$ cat src/rtl/dual_issue_ctrl_pkg.sv
// Shared types for the dual-issue control stage: register address width,
// issue state encoding and the per-lane control bundle.
package dual_issue_ctrl_pkg;

  localparam int unsigned REG_ADDR_W = 5;

  typedef enum logic {
    ST_NORMAL = 1'b0,
    ST_SPLIT  = 1'b1
  } issue_state_e;

  // Payload width is a module parameter, so the payload is appended per module.
  typedef struct packed {
    logic [REG_ADDR_W-1:0] a1;
    logic [REG_ADDR_W-1:0] a2;
    logic                  r1;
    logic                  r2;
    logic [REG_ADDR_W-1:0] rd;
    logic                  wr;
    logic                  ld;
  } lane_ctrl_t;

  function automatic logic wawHit(input lane_ctrl_t older, input lane_ctrl_t younger);
    return older.wr && younger.wr && (older.rd == younger.rd) && (older.rd != '0);
  endfunction

endpackage

$ cat src/rtl/dual_issue_ctrl_if.sv
// Decode-side pair, exec-side lanes and flush/stall controls of the
// dual-issue stage. master = decode/exec environment, slave = the stage.
interface dual_issue_ctrl_if #(
  parameter int PAYLOAD_W = 64
);
  import dual_issue_ctrl_pkg::*;

  logic                  flush_i;
  logic                  ex_stall_i;
  logic                  dec_valid_i;
  logic                  dec_ready_o;
  logic                  dec_v1_i;

  logic [REG_ADDR_W-1:0] dec0_rs1_i, dec0_rs2_i, dec0_rd_i;
  logic                  dec0_r1_i, dec0_r2_i, dec0_wr_i, dec0_ld_i;
  logic [PAYLOAD_W-1:0]  dec0_pl_i;
  logic [REG_ADDR_W-1:0] dec1_rs1_i, dec1_rs2_i, dec1_rd_i;
  logic                  dec1_r1_i, dec1_r2_i, dec1_wr_i, dec1_ld_i;
  logic [PAYLOAD_W-1:0]  dec1_pl_i;

  logic                  ex0_v_o, ex0_r1_o, ex0_r2_o, ex0_wr_o, ex0_ld_o;
  logic [REG_ADDR_W-1:0] ex0_a1_o, ex0_a2_o, ex0_rd_o;
  logic [PAYLOAD_W-1:0]  ex0_pl_o;
  logic                  ex1_v_o, ex1_r1_o, ex1_r2_o, ex1_wr_o, ex1_ld_o;
  logic [REG_ADDR_W-1:0] ex1_a1_o, ex1_a2_o, ex1_rd_o;
  logic [PAYLOAD_W-1:0]  ex1_pl_o;

  modport master (
    output flush_i, ex_stall_i, dec_valid_i, dec_v1_i,
    output dec0_rs1_i, dec0_rs2_i, dec0_rd_i, dec0_r1_i, dec0_r2_i, dec0_wr_i, dec0_ld_i, dec0_pl_i,
    output dec1_rs1_i, dec1_rs2_i, dec1_rd_i, dec1_r1_i, dec1_r2_i, dec1_wr_i, dec1_ld_i, dec1_pl_i,
    input  dec_ready_o,
    input  ex0_v_o, ex0_a1_o, ex0_a2_o, ex0_r1_o, ex0_r2_o, ex0_rd_o, ex0_wr_o, ex0_ld_o, ex0_pl_o,
    input  ex1_v_o, ex1_a1_o, ex1_a2_o, ex1_r1_o, ex1_r2_o, ex1_rd_o, ex1_wr_o, ex1_ld_o, ex1_pl_o
  );

  modport slave (
    input  flush_i, ex_stall_i, dec_valid_i, dec_v1_i,
    input  dec0_rs1_i, dec0_rs2_i, dec0_rd_i, dec0_r1_i, dec0_r2_i, dec0_wr_i, dec0_ld_i, dec0_pl_i,
    input  dec1_rs1_i, dec1_rs2_i, dec1_rd_i, dec1_r1_i, dec1_r2_i, dec1_wr_i, dec1_ld_i, dec1_pl_i,
    output dec_ready_o,
    output ex0_v_o, ex0_a1_o, ex0_a2_o, ex0_r1_o, ex0_r2_o, ex0_rd_o, ex0_wr_o, ex0_ld_o, ex0_pl_o,
    output ex1_v_o, ex1_a1_o, ex1_a2_o, ex1_r1_o, ex1_r2_o, ex1_rd_o, ex1_wr_o, ex1_ld_o, ex1_pl_o
  );

endinterface

$ cat src/rtl/dual_issue_ctrl_raw_check.sv
// Read-after-write detector: does a producer's destination feed either
// source the consumer actually reads. x0 never produces a hit.
module raw_check
  import dual_issue_ctrl_pkg::*;
(
  input  logic [REG_ADDR_W-1:0] i_prodRd,
  input  logic                  i_prodWr,
  input  logic [REG_ADDR_W-1:0] i_consRs1,
  input  logic                  i_consR1,
  input  logic [REG_ADDR_W-1:0] i_consRs2,
  input  logic                  i_consR2,
  output logic                  o_hit
);

  assign o_hit = i_prodWr && (i_prodRd != '0) &&
                 ((i_consR1 && (i_consRs1 == i_prodRd)) ||
                  (i_consR2 && (i_consRs2 == i_prodRd)));

endmodule

$ cat src/rtl/dual_issue_ctrl.sv
// Dual-issue hazard control plus ID/EX pipeline register for two lanes.
// Optional issue counters are built when ISSUE_STATS_EN is defined.
module dual_issue_ctrl
  import dual_issue_ctrl_pkg::*;
#(
  parameter int PAYLOAD_W = 64
) (
  input  logic              clk_i,
  input  logic              rst_i,
  dual_issue_ctrl_if.slave  bus
`ifdef ISSUE_STATS_EN
  ,
  output logic [31:0]       stat_dual_o,
  output logic [31:0]       stat_single_o,
  output logic [31:0]       stat_bubble_o
`endif
);

  typedef struct packed {
    lane_ctrl_t           c;
    logic [PAYLOAD_W-1:0] pl;
  } lane_t;

  issue_state_e r_state;
  lane_t        r_held;
  lane_t        r_ex [2];
  logic [1:0]   r_exV;

  lane_t        w_dec [2];
  lane_t        w_cand [2];
  logic [1:0]   w_candV;
  logic         w_intraHit;
  logic         w_pairConflict;
  logic [3:0]   w_luHit;
  logic         w_loadUse;

  always_comb begin
    w_dec[0].c.a1 = bus.dec0_rs1_i;
    w_dec[0].c.a2 = bus.dec0_rs2_i;
    w_dec[0].c.r1 = bus.dec0_r1_i;
    w_dec[0].c.r2 = bus.dec0_r2_i;
    w_dec[0].c.rd = bus.dec0_rd_i;
    w_dec[0].c.wr = bus.dec0_wr_i;
    w_dec[0].c.ld = bus.dec0_ld_i;
    w_dec[0].pl   = bus.dec0_pl_i;
    w_dec[1].c.a1 = bus.dec1_rs1_i;
    w_dec[1].c.a2 = bus.dec1_rs2_i;
    w_dec[1].c.r1 = bus.dec1_r1_i;
    w_dec[1].c.r2 = bus.dec1_r2_i;
    w_dec[1].c.rd = bus.dec1_rd_i;
    w_dec[1].c.wr = bus.dec1_wr_i;
    w_dec[1].c.ld = bus.dec1_ld_i;
    w_dec[1].pl   = bus.dec1_pl_i;
  end

  raw_check u_rawPair (
    .i_prodRd  (w_dec[0].c.rd),
    .i_prodWr  (w_dec[0].c.wr),
    .i_consRs1 (w_dec[1].c.a1),
    .i_consR1  (w_dec[1].c.r1),
    .i_consRs2 (w_dec[1].c.a2),
    .i_consR2  (w_dec[1].c.r2),
    .o_hit     (w_intraHit)
  );

  assign w_pairConflict = bus.dec_v1_i && (w_intraHit || wawHit(w_dec[0].c, w_dec[1].c));

  // Candidates are zeroed when not issuing so read-enables never leak from a dead lane.
  always_comb begin
    w_cand[0] = '0;
    w_cand[1] = '0;
    w_candV   = 2'b00;
    if (r_state == ST_SPLIT) begin
      w_cand[0]  = r_held;
      w_candV[0] = 1'b1;
    end else if (bus.dec_valid_i) begin
      w_cand[0]  = w_dec[0];
      w_candV[0] = 1'b1;
      if (bus.dec_v1_i && !w_pairConflict) begin
        w_cand[1]  = w_dec[1];
        w_candV[1] = 1'b1;
      end
    end
  end

  for (genvar p = 0; p < 2; p++) begin : g_prod
    for (genvar c = 0; c < 2; c++) begin : g_cons
      raw_check u_loadUse (
        .i_prodRd  (r_ex[p].c.rd),
        .i_prodWr  (r_exV[p] && r_ex[p].c.wr && r_ex[p].c.ld),
        .i_consRs1 (w_cand[c].c.a1),
        .i_consR1  (w_cand[c].c.r1),
        .i_consRs2 (w_cand[c].c.a2),
        .i_consR2  (w_cand[c].c.r2),
        .o_hit     (w_luHit[p*2+c])
      );
    end
  end

  assign w_loadUse = |w_luHit;

  assign bus.dec_ready_o = !rst_i && !bus.ex_stall_i && !bus.flush_i &&
                           (r_state == ST_NORMAL) && !w_loadUse;

  // Flush beats stall; a load-use bubble keeps both the state and any held instruction.
  always_ff @(posedge clk_i or posedge rst_i) begin
    if (rst_i) begin
      r_state <= ST_NORMAL;
      r_held  <= '0;
      r_ex[0] <= '0;
      r_ex[1] <= '0;
      r_exV   <= 2'b00;
    end else if (bus.flush_i) begin
      r_state <= ST_NORMAL;
      r_held  <= '0;
      r_ex[0] <= '0;
      r_ex[1] <= '0;
      r_exV   <= 2'b00;
    end else if (!bus.ex_stall_i) begin
      if (w_loadUse) begin
        r_ex[0] <= '0;
        r_ex[1] <= '0;
        r_exV   <= 2'b00;
      end else begin
        r_ex[0] <= w_cand[0];
        r_ex[1] <= w_cand[1];
        r_exV   <= w_candV;
        if (r_state == ST_SPLIT) begin
          r_state <= ST_NORMAL;
          r_held  <= '0;
        end else if (bus.dec_valid_i && w_pairConflict) begin
          r_state <= ST_SPLIT;
          r_held  <= w_dec[1];
        end
      end
    end
  end

  assign bus.ex0_v_o  = r_exV[0];
  assign bus.ex0_a1_o = r_ex[0].c.a1;
  assign bus.ex0_a2_o = r_ex[0].c.a2;
  assign bus.ex0_r1_o = r_ex[0].c.r1;
  assign bus.ex0_r2_o = r_ex[0].c.r2;
  assign bus.ex0_rd_o = r_ex[0].c.rd;
  assign bus.ex0_wr_o = r_ex[0].c.wr;
  assign bus.ex0_ld_o = r_ex[0].c.ld;
  assign bus.ex0_pl_o = r_ex[0].pl;
  assign bus.ex1_v_o  = r_exV[1];
  assign bus.ex1_a1_o = r_ex[1].c.a1;
  assign bus.ex1_a2_o = r_ex[1].c.a2;
  assign bus.ex1_r1_o = r_ex[1].c.r1;
  assign bus.ex1_r2_o = r_ex[1].c.r2;
  assign bus.ex1_rd_o = r_ex[1].c.rd;
  assign bus.ex1_wr_o = r_ex[1].c.wr;
  assign bus.ex1_ld_o = r_ex[1].c.ld;
  assign bus.ex1_pl_o = r_ex[1].pl;

`ifdef ISSUE_STATS_EN
  logic [1:0]  w_issuedLanes;
  logic [31:0] r_statDual, r_statSingle, r_statBubble;

  assign w_issuedLanes = (bus.flush_i || w_loadUse) ? 2'd0 :
                         ({1'b0, w_candV[0]} + {1'b0, w_candV[1]});

  // Counters saturate at all-ones and are untouched by flush.
  always_ff @(posedge clk_i or posedge rst_i) begin
    if (rst_i) begin
      r_statDual   <= '0;
      r_statSingle <= '0;
      r_statBubble <= '0;
    end else if (bus.flush_i || !bus.ex_stall_i) begin
      case (w_issuedLanes)
        2'd2:    if (r_statDual   != '1) r_statDual   <= r_statDual + 32'd1;
        2'd1:    if (r_statSingle != '1) r_statSingle <= r_statSingle + 32'd1;
        default: if (r_statBubble != '1) r_statBubble <= r_statBubble + 32'd1;
      endcase
    end
  end

  assign stat_dual_o   = r_statDual;
  assign stat_single_o = r_statSingle;
  assign stat_bubble_o = r_statBubble;
`endif

endmodule

$ cat src/flat_wrapper.sv
// flat-port wrapper written by rule: the top's interface ports become plain ports
module dual_issue_ctrl_flat import dual_issue_ctrl_pkg::*;
#(
  parameter int PAYLOAD_W = 64
)
  (clk_i, rst_i, bus_flush_i, bus_ex_stall_i, bus_dec_valid_i, bus_dec_v1_i, bus_dec0_rs1_i, bus_dec0_rs2_i, bus_dec0_rd_i, bus_dec0_r1_i, bus_dec0_r2_i, bus_dec0_wr_i, bus_dec0_ld_i, bus_dec0_pl_i, bus_dec1_rs1_i, bus_dec1_rs2_i, bus_dec1_rd_i, bus_dec1_r1_i, bus_dec1_r2_i, bus_dec1_wr_i, bus_dec1_ld_i, bus_dec1_pl_i, bus_dec_ready_o, bus_ex0_v_o, bus_ex0_a1_o, bus_ex0_a2_o, bus_ex0_r1_o, bus_ex0_r2_o, bus_ex0_rd_o, bus_ex0_wr_o, bus_ex0_ld_o, bus_ex0_pl_o, bus_ex1_v_o, bus_ex1_a1_o, bus_ex1_a2_o, bus_ex1_r1_o, bus_ex1_r2_o, bus_ex1_rd_o, bus_ex1_wr_o, bus_ex1_ld_o, bus_ex1_pl_o);
  dual_issue_ctrl_if #(.PAYLOAD_W(PAYLOAD_W)) bus_i ();
  input  logic clk_i;
  input  logic rst_i;
  input wire logic [$bits(bus_i.flush_i)-1:0] bus_flush_i;
  input wire logic [$bits(bus_i.ex_stall_i)-1:0] bus_ex_stall_i;
  input wire logic [$bits(bus_i.dec_valid_i)-1:0] bus_dec_valid_i;
  input wire logic [$bits(bus_i.dec_v1_i)-1:0] bus_dec_v1_i;
  input wire logic [$bits(bus_i.dec0_rs1_i)-1:0] bus_dec0_rs1_i;
  input wire logic [$bits(bus_i.dec0_rs2_i)-1:0] bus_dec0_rs2_i;
  input wire logic [$bits(bus_i.dec0_rd_i)-1:0] bus_dec0_rd_i;
  input wire logic [$bits(bus_i.dec0_r1_i)-1:0] bus_dec0_r1_i;
  input wire logic [$bits(bus_i.dec0_r2_i)-1:0] bus_dec0_r2_i;
  input wire logic [$bits(bus_i.dec0_wr_i)-1:0] bus_dec0_wr_i;
  input wire logic [$bits(bus_i.dec0_ld_i)-1:0] bus_dec0_ld_i;
  input wire logic [$bits(bus_i.dec0_pl_i)-1:0] bus_dec0_pl_i;
  input wire logic [$bits(bus_i.dec1_rs1_i)-1:0] bus_dec1_rs1_i;
  input wire logic [$bits(bus_i.dec1_rs2_i)-1:0] bus_dec1_rs2_i;
  input wire logic [$bits(bus_i.dec1_rd_i)-1:0] bus_dec1_rd_i;
  input wire logic [$bits(bus_i.dec1_r1_i)-1:0] bus_dec1_r1_i;
  input wire logic [$bits(bus_i.dec1_r2_i)-1:0] bus_dec1_r2_i;
  input wire logic [$bits(bus_i.dec1_wr_i)-1:0] bus_dec1_wr_i;
  input wire logic [$bits(bus_i.dec1_ld_i)-1:0] bus_dec1_ld_i;
  input wire logic [$bits(bus_i.dec1_pl_i)-1:0] bus_dec1_pl_i;
  output wire logic [$bits(bus_i.dec_ready_o)-1:0] bus_dec_ready_o;
  output wire logic [$bits(bus_i.ex0_v_o)-1:0] bus_ex0_v_o;
  output wire logic [$bits(bus_i.ex0_a1_o)-1:0] bus_ex0_a1_o;
  output wire logic [$bits(bus_i.ex0_a2_o)-1:0] bus_ex0_a2_o;
  output wire logic [$bits(bus_i.ex0_r1_o)-1:0] bus_ex0_r1_o;
  output wire logic [$bits(bus_i.ex0_r2_o)-1:0] bus_ex0_r2_o;
  output wire logic [$bits(bus_i.ex0_rd_o)-1:0] bus_ex0_rd_o;
  output wire logic [$bits(bus_i.ex0_wr_o)-1:0] bus_ex0_wr_o;
  output wire logic [$bits(bus_i.ex0_ld_o)-1:0] bus_ex0_ld_o;
  output wire logic [$bits(bus_i.ex0_pl_o)-1:0] bus_ex0_pl_o;
  output wire logic [$bits(bus_i.ex1_v_o)-1:0] bus_ex1_v_o;
  output wire logic [$bits(bus_i.ex1_a1_o)-1:0] bus_ex1_a1_o;
  output wire logic [$bits(bus_i.ex1_a2_o)-1:0] bus_ex1_a2_o;
  output wire logic [$bits(bus_i.ex1_r1_o)-1:0] bus_ex1_r1_o;
  output wire logic [$bits(bus_i.ex1_r2_o)-1:0] bus_ex1_r2_o;
  output wire logic [$bits(bus_i.ex1_rd_o)-1:0] bus_ex1_rd_o;
  output wire logic [$bits(bus_i.ex1_wr_o)-1:0] bus_ex1_wr_o;
  output wire logic [$bits(bus_i.ex1_ld_o)-1:0] bus_ex1_ld_o;
  output wire logic [$bits(bus_i.ex1_pl_o)-1:0] bus_ex1_pl_o;
  assign bus_i.flush_i = bus_flush_i;
  assign bus_i.ex_stall_i = bus_ex_stall_i;
  assign bus_i.dec_valid_i = bus_dec_valid_i;
  assign bus_i.dec_v1_i = bus_dec_v1_i;
  assign bus_i.dec0_rs1_i = bus_dec0_rs1_i;
  assign bus_i.dec0_rs2_i = bus_dec0_rs2_i;
  assign bus_i.dec0_rd_i = bus_dec0_rd_i;
  assign bus_i.dec0_r1_i = bus_dec0_r1_i;
  assign bus_i.dec0_r2_i = bus_dec0_r2_i;
  assign bus_i.dec0_wr_i = bus_dec0_wr_i;
  assign bus_i.dec0_ld_i = bus_dec0_ld_i;
  assign bus_i.dec0_pl_i = bus_dec0_pl_i;
  assign bus_i.dec1_rs1_i = bus_dec1_rs1_i;
  assign bus_i.dec1_rs2_i = bus_dec1_rs2_i;
  assign bus_i.dec1_rd_i = bus_dec1_rd_i;
  assign bus_i.dec1_r1_i = bus_dec1_r1_i;
  assign bus_i.dec1_r2_i = bus_dec1_r2_i;
  assign bus_i.dec1_wr_i = bus_dec1_wr_i;
  assign bus_i.dec1_ld_i = bus_dec1_ld_i;
  assign bus_i.dec1_pl_i = bus_dec1_pl_i;
  assign bus_dec_ready_o = bus_i.dec_ready_o;
  assign bus_ex0_v_o = bus_i.ex0_v_o;
  assign bus_ex0_a1_o = bus_i.ex0_a1_o;
  assign bus_ex0_a2_o = bus_i.ex0_a2_o;
  assign bus_ex0_r1_o = bus_i.ex0_r1_o;
  assign bus_ex0_r2_o = bus_i.ex0_r2_o;
  assign bus_ex0_rd_o = bus_i.ex0_rd_o;
  assign bus_ex0_wr_o = bus_i.ex0_wr_o;
  assign bus_ex0_ld_o = bus_i.ex0_ld_o;
  assign bus_ex0_pl_o = bus_i.ex0_pl_o;
  assign bus_ex1_v_o = bus_i.ex1_v_o;
  assign bus_ex1_a1_o = bus_i.ex1_a1_o;
  assign bus_ex1_a2_o = bus_i.ex1_a2_o;
  assign bus_ex1_r1_o = bus_i.ex1_r1_o;
  assign bus_ex1_r2_o = bus_i.ex1_r2_o;
  assign bus_ex1_rd_o = bus_i.ex1_rd_o;
  assign bus_ex1_wr_o = bus_i.ex1_wr_o;
  assign bus_ex1_ld_o = bus_i.ex1_ld_o;
  assign bus_ex1_pl_o = bus_i.ex1_pl_o;
  dual_issue_ctrl #(.PAYLOAD_W(PAYLOAD_W)) u_core (.clk_i(clk_i), .rst_i(rst_i), .bus(bus_i));
endmodule
$ cat config.mk
export PLATFORM = sky130hd
export DESIGN_NAME = dual_issue_ctrl_flat
export DESIGN_NICKNAME = d
export VERILOG_FILES = /design/src/rtl/dual_issue_ctrl_pkg.sv /design/src/rtl/dual_issue_ctrl_if.sv /design/src/rtl/dual_issue_ctrl_raw_check.sv /design/src/rtl/dual_issue_ctrl.sv /design/src/flat_wrapper.sv
export SDC_FILE = /design/constraint.sdc
export NUM_CORES = 1
export LEC_CHECK = 0
export CAP_MARGIN = 20
export CORE_MARGIN = 2
export CORE_UTILIZATION = 51
export DETAILED_ROUTE_END_ITERATION = 10
export GPL_TIMING_DRIVEN = 0
export PLACE_DENSITY_LB_ADDON = 0.12
export SETUP_SLACK_MARGIN = 0.3
export SLEW_MARGIN = 40
export SYNTH_ARGS = -nofsm -noshare
export SYNTH_HDL_FRONTEND = slang
export SYNTH_SLANG_ARGS = --single-unit
$ cat constraint.sdc
create_clock -name clk_i -period 20.1 [get_ports clk_i]
set_clock_uncertainty 0.05 [all_clocks]
set_input_delay 4.02 -clock clk_i [delete_from_list [all_inputs] [get_ports clk_i]]
set_output_delay 4.02 -clock clk_i [all_outputs]
set_load 0.005 [all_outputs]
==> impl_metrics.json <==
{
  "outcome": "complete, no violations",
  "final_util_pct": 73.3,
  "pin_count": 341,
  "dp_hpwl_um": 28500,
  "syn_to_final_growth_pct": 40.9,
  "power_density_nw_per_um2": 71.2,
  "max-clock-path-buffers": 3,
  "cp_top_family": "buffers and inverters",
  "yosysUniqueCellTypes": 70,
  "nets": 1528,
  "drt_iter0_drc": 812,
  "slew_viol_final": 0,
  "cp_slowest_cell": "clkdlybuf4s50_1",
  "die-width_um": 153,
  "numClockSinks": 252,
  "setup-tns-final_ns": 0,
  "worstSkewPairLatency_ns": 0.54,
  "critPathArrivalTime_ns": 7.57,
  "via_per_inst": 6.02,
  "synthXorXnorAreaFrac_pct": 3.63,
  "netlist_area_um2": 11300,
  "p_int_mw": 0.856,
  "finalCriticalPeriod_ns": 11.64,
  "crit_path_start_kind": "primary input",
  "syn_area_per_cell_um2": 11.5,
  "period_share_pct": 57.9,
  "hold_slack_ns": 0.428,
  "path_clk_slew_ns": 0.06,
  "cp_data_required_time_ns": 16.03,
  "ys_seq_elements": 252,
  "synth_top_family_by_area": "compound AO/OA/AOI/OAI gates",
  "dieHeight_um": 153,
  "synth.mux.area_fraction_pct": 0.276,
  "crit_start": "bus_dec_valid_i",
  "crit_type": "in -> out",
  "ff2ff_setup_slack_ns": 16.82,
  "grt_max_degree": 63,
  "detail_route.first_pass.iterations": 6,
  "port_buffers": 334,
  "instances_no_fill": 1656,
  "synth_edf_count": 0,
  "nFillCells": 1585,
  "reg2reg_from": "u_core.r_state",
  "place_area_um2": 15200,
  "wirelength_um": 38700,
  "relSlewSlack_pct": 41.4,
  "syn_nets": 1162,
  "grt_pass1_vias": 10200,
  "place_ws_ns": 8.49,
  "wire_per_inst_um": 23.3,
  "layout-drive-gt1-share_pct": 8.44,
  "p_leak_nw": 6.94,
  "p_sw_mw": 0.282,
  "multi_input_comb_area_um2": 4350,
  "vias": 9968,
  "gp_congestion": 0.946,
  "synthArstFlopShare_pct": 100,
  "grt_overflow_total": 0,
  "critical_path.cell_chain": "clkdlybuf4s50_1 > clkbuf_8 > nor2b_1 > buf_2 > a22oi_1 > xnor2_1 > nand4_1 > o21ai_2 > nor3_4 > nand3_2 > buf_2 > nor3_1 > clkdlybuf4s50_1",
  "swShare_pct": 24.8,
  "drc": 0,
  "grt_antenna_before_repair": 1,
  "grt.total_usage_pct": 32.3,
  "setup_viol": 0,
  "ys.flop_type": "dfrtp_1",
  "cts_tree": "done",
  "std_cell_rows": 54,
  "worst_pin_slew_ns": 0.879,
  "post_cts_buffers": 0,
  "start_util_pct": 52.0,
  "ctsResizeCount": 0,
  "fmax_mhz": 85.9,
  "synth_fa_ha_area_share_pct": 0,
  "core_area_um2": 21800,
  "layout_commonest_cell": "clkdlybuf4s50_1",
  "rsz0062_at_grt": "false",
  "ctsHoldBuffers": 0,
  "numCtsBuffers": 26,
  "ff_latch_area_um2": 6310,
  "synth-simple-area-share_pct": 8.15,
  "crit_buf_inv": 5,
  "dp_cells": 1608,
  "h-tree-depth": 1,
  "power_frac_clock_pct": 41.4,
  "ant_nets": 0,
  "power_frac_comb_pct": 12.4,
  "final_cell_mix": "clkdlybuf4s50_1, dfrtp_1, a22o_1, nand2_1, o21ai_0",
  "setup_slack_ns": 8.46,
  "irDropWorstVdd_mv": 0.0596,
  "cts-root-buf": "clkbuf_16",
  "hold_start": "u_core.bus.ex0_pl_o[8]",
  "hold_viol_final": 0,
  "grt_pass1_wl_um": 59300,
  "crit_path_max_incr_delay_ns": 0.53,
  "syn_inst": 990,
  "cap_violations": 0,
  "endpoint_kind": "output pin",
  "design.die.area_um2": 23500,
  "final_design_area_no_fill_um2": 16000,
  "synth_compound_area_share_pct": 26.3,
  "crit_fanout": 10,
  "pwr-share-seq_pct": 46.2,
  "hp-class": "reg -> reg",
  "ys_seq_area_share_pct": 55.6,
  "total_power_mw": 1.14,
  "yosysWarnings": 0
}
## layout make-up
class                           count  share of cell area (%)
Multi-Input combinational cell    635                    27.2
Timing Repair Buffer              338                    21.6
Antenna cell                        2                  0.0313
Inverter                           10                   0.282
Tap cell                          280                    2.19
Sequential cell                   252                    39.4
Clock inverter                     12                   0.689
Clock buffer                       34                    4.51
Buffer                             93                    4.09
## power groups by stage
stage / registers [mW] / clock network (mW) / logic [mW]
finish: 0.525 / 0.472 / 0.141
CTS: 0.525 / 0.476 / 0.141
global placement: 0.534 / 0 / 0.136
floorplan: 0.535 / 0 / 0.0541
global route: 0.526 / 0.495 / 0.152
detailed placement: 0.534 / 0 / 0.140
## routing by layer
layer	share of wire, %	global-route usage (%)	wire length, um	vias up
li1	-	-	-	4437
met1	40	42.2	15300	4934
met2	47	51.2	18000	488
met3	9.1	8.93	3540	109
met4	4.6	13.6	1770	0
met5	0	0	0	-
## cells by family (layout without fill, tap and decap cells)
| group | count (synthesis) | after routing |
|---|---|---|
| xor+xnor | 47 | 47 |
| simple gates | 192 | 192 |
| other cells | 0 | 2 |
| buf+inv | 103 | 487 |
| mux | 3 | 3 |
| flops | 252 | 252 |
| compound gates | 393 | 393 |
## path summary, 6_finish.rpt
kind / endpoint / cells after the start
hold reg to reg: u_core.bus.ex0_pl_o[8] / 2
max in group asynchronous: u_core.r_held[49] / 5
min in group asynchronous: u_core.bus.ex1_a2_o[3] / 2
setup reg to reg: u_core.bus.ex0_pl_o[46] / 9
hold / removal: u_core.bus.ex0_pl_o[8] / 2
setup / recovery: bus_dec_ready_o / 13
## synthesized netlist by cell type (10+ instances only)
master | n | share of area [%]
xnor2_1 | 31 | 2.4
nand3_1 | 10 | 0.44
clkbuf_1 | 47 | 1.6
xor2_1 | 16 | 1.2
buf_2 | 13 | 0.57
nand2_1 | 113 | 3.7
dfrtp_1 | 252 | 56
a22oi_1 | 68 | 4.5
o21ai_0 | 84 | 3.7
a22o_1 | 174 | 13
buf_6 | 18 | 1.8
inv_1 | 10 | 0.33
a21oi_1 | 12 | 0.53
nor2_1 | 15 | 0.50
## state kept, by name (all words and copies together) (netlist names)
register / flops
u_core.r_held: 83
u_core.bus.ex0_pl_o: 64
u_core.bus.ex1_pl_o: 64
u_core.bus.ex0_a1_o: 5
u_core.bus.ex0_a2_o: 5
u_core.bus.ex0_rd_o: 5
u_core.bus.ex1_a1_o: 5
u_core.bus.ex1_a2_o: 5
u_core.bus.ex1_rd_o: 5
u_core.r_exV: 2
u_core.bus.ex0_ld_o: 1
u_core.bus.ex0_r1_o: 1
u_core.bus.ex0_r2_o: 1
u_core.bus.ex0_wr_o: 1
u_core.bus.ex1_ld_o: 1
u_core.bus.ex1_r1_o: 1
u_core.bus.ex1_r2_o: 1
u_core.bus.ex1_wr_o: 1
u_core.r_state: 1
## tightest hold or removal path, stage by stage, from the launching register on
cell	delay (ns)
dfrtp_1	0.34
nand2_1	0.04
o21ai_0	0.06
Power figures use the tool's default switching activity.
